<file path="src/rtl/mem_stage.sv">
// ---------------------------------------------------------------------------
// mem_stage
// Memory-access stage of the five-stage pipeline. Holds the EX/MEM pipeline
// register, waits for the data SRAM to return load data, extracts and
// extends the addressed byte/half/word, and drives the write-back and
// forwarding buses.
//
// Ports
//   clk               rising-edge clock
//   rst               asynchronous, active-high reset
//   stall             stall vector; bit 3 = EX/MEM register, bit 4 = MEM/WB
//   ex_to_mem_bus     {mem_op, pc, data_ram_en, data_ram_wen, sel_rf_res,
//                      rf_we, rf_waddr, ex_result}
//   data_sram_rdata   data SRAM read data
//   data_sram_data_ok read data valid this cycle
//   mem_to_wb_bus     {pc, rf_we, rf_waddr, rf_wdata}
//   mem_to_rf_bus     {rf_we, rf_waddr, rf_wdata} forwarding bus
//   stallreq_for_mem  asks the stall controller to freeze stages 0-4
// ---------------------------------------------------------------------------
`ifndef EX_TO_MEM_WD
`define EX_TO_MEM_WD 81
`endif
`ifndef MEM_TO_WB_WD
`define MEM_TO_WB_WD 70
`endif
`ifndef MEM_TO_RF_WD
`define MEM_TO_RF_WD 38
`endif
`ifndef StallBus
`define StallBus 6
`endif
`ifndef Stop
`define Stop 1'b1
`endif
`ifndef NoStop
`define NoStop 1'b0
`endif

module mem_stage (
   input  logic                     clk,
   input  logic                     rst,
   input  logic [`StallBus-1:0]     stall,
   input  logic [`EX_TO_MEM_WD-1:0] ex_to_mem_bus,
   input  logic [31:0]              data_sram_rdata,
   input  logic                     data_sram_data_ok,
   output logic [`MEM_TO_WB_WD-1:0] mem_to_wb_bus,
   output logic [`MEM_TO_RF_WD-1:0] mem_to_rf_bus,
   output logic                     stallreq_for_mem
);

   typedef enum logic [1:0] {
      IDLE = 2'd0,
      WAIT = 2'd1,
      HOLD = 2'd2
   } state_t;

   state_t state_q;
   state_t state_d;

   logic [`EX_TO_MEM_WD-1:0] ex_mem_q;
   logic [31:0]              buf_q;
   logic                     capture;

   logic [4:0]  mem_op;
   logic [31:0] pc;
   logic        data_ram_en;
   logic [3:0]  data_ram_wen;
   logic        sel_rf_res;
   logic        rf_we;
   logic [4:0]  rf_waddr;
   logic [31:0] ex_result;
   logic        is_load;
   logic [31:0] load_word;
   logic [7:0]  byte_sel;
   logic [15:0] half_sel;
   logic [31:0] load_data;
   logic [31:0] rf_wdata;
   logic        unused_stall;

   assign unused_stall = ^{stall[5], stall[2:0]};

   // EX/MEM pipeline register. When EX is frozen but MEM/WB keeps moving,
   // a bubble is inserted so the instruction still in MEM is not written
   // back twice; when both are frozen the register simply holds.
   always_ff @(posedge clk or posedge rst) begin
      if (rst) begin
         ex_mem_q <= '0;
      end else if (stall[3] == `Stop && stall[4] == `NoStop) begin
         ex_mem_q <= '0;
      end else if (stall[3] == `NoStop) begin
         ex_mem_q <= ex_to_mem_bus;
      end
   end

   assign {mem_op, pc, data_ram_en, data_ram_wen, sel_rf_res,
           rf_we, rf_waddr, ex_result} = ex_mem_q;

   assign is_load = data_ram_en && (data_ram_wen == 4'b0000) && (mem_op != 5'b00000);

   // Load-data buffer. The SRAM only presents rdata for the data_ok cycle,
   // so if WB is frozen at that moment the word is kept here until the
   // pipeline moves on.
   always_ff @(posedge clk or posedge rst) begin
      if (rst) begin
         buf_q <= '0;
      end else if (capture) begin
         buf_q <= data_sram_rdata;
      end
   end

   // Load-wait FSM state register.
   always_ff @(posedge clk or posedge rst) begin
      if (rst) begin
         state_q <= IDLE;
      end else begin
         state_q <= state_d;
      end
   end

   // Next-state and stall-request logic. The stall request is raised in the
   // very cycle the load is seen without data so the controller freezes the
   // pipeline before the instruction moves on. data_ok is only meaningful
   // for a load in IDLE or while waiting; anywhere else it is ignored.
   always_comb begin
      state_d          = state_q;
      capture          = 1'b0;
      stallreq_for_mem = 1'b0;
      case (state_q)
         IDLE: begin
            if (is_load) begin
               if (data_sram_data_ok) begin
                  capture = 1'b1;
                  state_d = (stall[4] == `Stop) ? HOLD : IDLE;
               end else begin
                  stallreq_for_mem = 1'b1;
                  state_d          = WAIT;
               end
            end
         end
         WAIT: begin
            if (data_sram_data_ok) begin
               capture = 1'b1;
               state_d = (stall[4] == `Stop) ? HOLD : IDLE;
            end else begin
               stallreq_for_mem = 1'b1;
            end
         end
         HOLD: begin
            if (stall[4] == `NoStop) begin
               state_d = IDLE;
            end
         end
         default: begin
            state_d = IDLE;
         end
      endcase
   end

   // Byte/half/word extraction. Once the word has been parked in the buffer
   // it is the only valid source; the SRAM may already show something else.
   // The halfword is chosen by address bit 1 alone.
   always_comb begin
      load_word = (state_q == HOLD) ? buf_q : data_sram_rdata;
      case (ex_result[1:0])
         2'd0:    byte_sel = load_word[7:0];
         2'd1:    byte_sel = load_word[15:8];
         2'd2:    byte_sel = load_word[23:16];
         default: byte_sel = load_word[31:24];
      endcase
      half_sel = ex_result[1] ? load_word[31:16] : load_word[15:0];
      if (mem_op[4]) begin
         load_data = {{24{byte_sel[7]}}, byte_sel};
      end else if (mem_op[3]) begin
         load_data = {24'b0, byte_sel};
      end else if (mem_op[2]) begin
         load_data = {{16{half_sel[15]}}, half_sel};
      end else if (mem_op[1]) begin
         load_data = {16'b0, half_sel};
      end else begin
         load_data = load_word;
      end
   end

   assign rf_wdata      = sel_rf_res ? load_data : ex_result;
   assign mem_to_wb_bus = {pc, rf_we, rf_waddr, rf_wdata};
   assign mem_to_rf_bus = {rf_we, rf_waddr, rf_wdata};

endmodule
</file>
<file path="config.mk">
export PLATFORM = sky130hd
export DESIGN_NAME = mem_stage
export DESIGN_NICKNAME = d
export VERILOG_FILES = /design/src/rtl/mem_stage.sv
export SDC_FILE = /design/constraint.sdc
export NUM_CORES = 1
export LEC_CHECK = 0
export CAP_MARGIN = 20
export CORE_MARGIN = 2
export CORE_UTILIZATION = 40
export DETAILED_ROUTE_END_ITERATION = 12
export PLACE_DENSITY_LB_ADDON = 0.1
export SETUP_SLACK_MARGIN = 0.1
export SYNTH_ARGS = -nofsm -noshare
export SYNTH_HDL_FRONTEND = slang
export SYNTH_SLANG_ARGS = --single-unit
export TNS_END_PERCENT = 5
</file>
<file path="constraint.sdc">
create_clock -name clk -period 5.1 [get_ports clk]
set_input_delay 1.02 -clock clk [delete_from_list [all_inputs] [get_ports clk]]
set_output_delay 1.02 -clock clk [all_outputs]
set_load 0.02 [all_outputs]
</file>
* Word level (Yosys, flattened, before mapping)
Index checks and enable logic that the tools add are counted.
** Word-level totals
- Register bits after elaboration :: 115
- Memory bits (read-only) :: 0
- Memory bits (writable) :: 0
- Output and inout port bits :: 109
- Bits in latches :: 0
- Word-level logic and storage cells :: 42
- Memories kept :: 0
- Bits of input ports :: 122
** Operators by class
- Add/subtract/negate cells :: 0
- $lt $le $gt $ge :: 0
- Bitwise gates (word level) :: 1
- Equality and inequality tests :: 8
- Div/mod/pow operators :: 0
- Shift operators :: 0
- Reduce and logical (&&, ||, !) cells :: 8
- $mul :: 0
- Mux-type cells :: 22
** Operators by type and width (count)
- two-way mux 32 bit :: 6
- two-way mux 81 bit :: 2
- one-hot mux 8 bit (3 select lines) :: 1
- two-way mux 16 bit :: 1
- two-way mux 2 bit :: 5
- inequality test 2 bit (second input constant) :: 3
- one-hot mux 2 bit (3 select lines) :: 1
- nonzero test 5 bit :: 1
- equality test 2 x 1 -> 1 bit (second input constant) :: 2
- equality test 2 bit (second input constant) :: 2
- logical NOT 2 bit :: 2
- logical NOT 4 bit :: 1
- two-way mux 1 bit :: 4
- one-hot mux 1 bit (2 select lines) :: 2
- logical AND 1 bit :: 3
- AND reduction 3 bit :: 1
- inequality test 2 x 1 -> 1 bit (second input constant) :: 1
- NOT 1 bit :: 1

* Logic depth before layout (Yosys ltp)
- Depth in word-level cells :: 8
- Gate-level depth with buffers :: 9
- Mapped depth without buffers :: 5

* Worst setup path before layout
Ideal clock, no wire load.
- Kind :: input to output
- Start :: in data_sram_rdata[31]
- End :: out mem_to_wb_bus[20]
- Data required time :: 4.080 ns
- Path buffers :: 2
- Data arrival time :: 2.452 ns
- Path slack :: 1.628 ns
- Stages on the path :: 7
- Path through :: mux2i_1 > mux2_2 > o21ai_0 > a21oi_2 > buf_4 > a21oi_1 > buf_4
** Between the ends
- Cells in the longest elaborated chain, start to end :: 6
- Elaborated cells between the ends (all ways) :: 7
- Those cells by class :: mux (7)
** Ends and longest elaborated chain
- from (decl) :: RTL line 44 : input logic [31:0] data_sram_rdata,
- two-way mux 32 bit * :: RTL line 163 : load_word = (state_q == HOLD) ? buf_q : data_sram_rdata;
- two-way mux 16 bit :: RTL line 170 : half_sel = ex_result[1] ? load_word[31:16] : load_word[15:0];
- two-way mux 32 bit :: RTL line 175 : end else if (mem_op[2]) begin
- two-way mux 32 bit :: RTL line 173 : end else if (mem_op[3]) begin
- two-way mux 32 bit * :: RTL line 171 : if (mem_op[4]) begin
- two-way mux 32 bit * :: RTL line 184 : assign rf_wdata = sel_rf_res ? load_data : ex_result;
- to (decl) :: RTL line 46 : output logic [`MEM_TO_WB_WD-1:0] mem_to_wb_bus,
Every way passes the cells marked *; elsewhere a longest branch is shown, timed or not.

* Final worst setup path
- Start :: in data_sram_rdata[15]
- End :: out mem_to_rf_bus[16]
** Between the ends
- Cells in the longest elaborated chain, start to end :: 6
- Elaborated cells between the ends (all ways) :: 7
- Those cells by class :: mux (7)
** Ends and longest elaborated chain
- two-way mux 32 bit * :: RTL line 163
- two-way mux 16 bit :: RTL line 170
- two-way mux 32 bit :: RTL line 175
- two-way mux 32 bit :: RTL line 173
- two-way mux 32 bit * :: RTL line 171
- two-way mux 32 bit * :: RTL line 184
- to (decl) :: RTL line 47 : output logic [`MEM_TO_RF_WD-1:0] mem_to_rf_bus,
Marked as above.

==> impl_metrics.yaml <==
outcome:
  outcome: "completed"
synth:
  synth_ff_type: "dfrtp_1"
  netlist_area_sq_mm: 0.00639
  synth-async-reset-ratio_pct: 100
  yosys.area.top_type_share_pct: 45.1
  synthCells: 709
  synth.distinct_cells: 44
  avgSynthCellArea_sq_um: 9.01
  yosys-top-cells-area: "dfrtp_1, buf_4, o21ai_0"
  yosysWarnings: 0
  synth-seq-cells: 115
  yosys.area.top_type: "dfrtp_1"
  synth_fp_nets: 831
  seq_area_frac_synth_pct: 45.1
  synth_edf_count: 0
global_routing:
  grt_pass1_vias: 5202
  track_usage_pct: 20.7
  grt_max_degree: 129
  grt_pass1_wl_microns: 26900
  antenna_found_initial: 0
  overflow: 0
sta:
  final-max-slew-violation-count: 0
  finClkSkew_ns: 0.00694
  fin_setup_tns_ns: 0
  setup_viol: 0
  worstMarginPinSlew_ns: 0.822
  hold_viol: 0
  fin_crit_sh_pct: 88.2
  timing.final.ws_setup_ns: 0.602
  holdWs_ns: 0.473
  rsz0062_at_grt: "no"
  fin_crit_ns: 4.50
  slew_headroom_pct: 45.2
  fmax_ghz: 0.222
detailed_routing:
  postRouteAntennaNets: 0
  wl_per_cell_microns: 16.2
  drt-met1-wl_microns: 7600
  via_per_inst: 4.88
  first_iter_violations: 402
  wl_met3_microns: 1360
  drc: 0
  dr_wl_met2_microns: 8120
  top_layer: "met4"
  dr.pass1.iters: 5
  drt_wl_total_microns: 17400
  vias: 5251
floorplan:
  coreArea_sq_mm: 0.0158
  io_pins: 231
  dieArea_sq_mm: 0.0170
  fp.dieW_microns: 130
  initial_core_util_pct: 40.5
  rows: 46
  die_h_microns: 130
pwr:
  peakVddDrop_mv: 0.231
  clockPowerShare_pct: 37.9
  p_sw_share_pct: 28.2
  switching_power_mw: 0.887
  combinationalPowerShare_pct: 24.9
  pwr-share-seq_pct: 37.2
  total_power_mw: 3.14
  p_per_area_mw_per_mm2: 354
  p_leak_nw: 3.99
  p_int_mw: 2.25
place:
  numPortBuffers: 226
  place_ws_ns: 0.626
  place_hpwl_microns: 12800
  gp_congestion: 0.860
worst_setup_path:
  cp-end-kind: "output port"
  r2r_start: "ex_mem_q[80]$_DFFE_PP0P_"
  cp_max_fo: 15
  cp-start-kind: "input port"
  reg2reg_to: "buf_q[27]$_DFFE_PP0P_"
  crit_arrival_ns: 3.48
  reg2reg_depth: 6
  regToRegSetupSlack_ns: 2.69
  worstPathRequired_ns: 4.08
  path_class: "input port to output port"
clock_network:
  clkSlewWorstSetupHoldPaths_ns: 0.05
  clock_path_buffers: 2
  cts_max_level: 4
  cts.repair.resized: 0
  post_cts_buffers: 0
  cts_tree: "yes"
  cts_hold_buf: 0
  cts_sinks: 115
  insertion_delay_ns: 0.41
  cts_made_buffers: 17
  root_buffer: "clkbuf_16"
finish:
  nets: 970
  syn2layout_area_growth_pct: 39.1
  nFillCells: 1453
  layout-drive-gt1-share_pct: 8.61
  antennaDiodeCount: 0
  mostFrequentLayoutCells: "clkdlybuf4s50_1, dfrtp_1, inv_1, o21ai_0, nand2_1"
  final_common_cell: "clkdlybuf4s50_1"
worst_hold_path:
  hold_start: "ex_mem_q[41]$_DFFE_PP0P_"
  holdPathStages: 2
  hp-class: "flop to flop"
  min_to: "ex_mem_q[41]$_DFFE_PP0P_"
run:
  maxCapViolations: 0
==> final cells by class <==
| class | count | area [sq um] | share of cell area [%] |
|---|---|---|---|
| flip-flops and latches | 115 | 2880 | 32.4 |
| multi-input cells | 386 | 2410 | 27.1 |
| repair buffers | 238 | 2390 | 26.9 |
| clock buffers | 21 | 460 | 5.18 |
| inverters | 90 | 340 | 3.83 |
| well taps | 216 | 270 | 3.04 |
| clock inverters | 9 | 131 | 1.48 |
==> synthesized netlist by cell type, types with 5 or more instances <==
library cell and instances:
dfrtp_1 115, inv_1 90, o21ai_0 85, buf_4 80, nand2_1 58, nand3_1 47, nor2_1 37, mux2_1 29
clkbuf_1 28, a21oi_1 25, mux2_2 22, mux2i_1 14, a31oi_1 8, o22ai_1 7, o221ai_1 6, o22a_1 6
buf_1 5
==> registers in the layout, indices dropped and copies added (netlist names) <==
register and cells:
state_q 2, buf_q 32, ex_mem_q 81
==> routing by layer <==
layer	vias up	global-route usage (%)
li1	2562	-
met1	2483	26.3
met2	185	32.4
met3	21	7.71
met4	0	7.45
met5	-	0
==> logic make-up (layout without fill, tap and decap cells) <==
group	count (synthesis)	count (layout)	synth area share, %
AOI/OAI and AO/OA	157	157	14.5
and+or+nand+nor	164	164	12.0
DFF	115	115	45.1
buffers and inverters	208	358	17.3
muxes	65	65	11.2
==> worst max path at each step <==
stage | end | slack [ns] | cells past startpoint | start
2_1_floorplan | buf_q[0]$_DFFE_PP0P_ | 1.04 | 1 | rst
3_3_place_gp | mem_to_wb_bus[14] | 0.66 | 6 | data_sram_rdata[31]
3_5_place_dp | mem_to_rf_bus[16] | 0.63 | 8 | data_sram_rdata[15]
4_1_cts | mem_to_wb_bus[14] | 0.62 | 6 | data_sram_rdata[31]
5_1_grt | mem_to_rf_bus[8] | 0.46 | 7 | state_q[0]$_DFFE_PP0P_
6_report | mem_to_rf_bus[16] | 0.60 | 8 | data_sram_rdata[15]
==> critical path: stages <==
cell	delay [ns]
clkdlybuf4s50_1	0.59
mux2i_1	0.10
mux2_2	0.29
o21ai_0	0.27
a21oi_2	0.05
buf_4	0.20
a21oi_1	0.28
clkdlybuf4s50_1	0.67
==> metrics by stage <==
step	instances	util, %	area (sq um)
2_1_floorplan	709	-	6390
3_3_place_gp	1042	52.1	8220
3_5_place_dp	1043	52.2	8230
4_1_cts	1073	56.0	8830
5_1_grt	1075	56.3	8880
6_report	1075	56.3	8880
==> power groups by stage <==
stage / Combinational (mW) / Clock, mW / Sequential (mW)
final: 0.781 / 1.19 / 1.17
after global routing: 0.844 / 1.26 / 1.19
after CTS: 0.784 / 1.22 / 1.17
after detailed placement: 0.780 / 0 / 1.18
after global placement: 0.766 / 0 / 1.17
after floorplan: 0.513 / 0 / 1.15
Power figures use the tool's default switching activity.
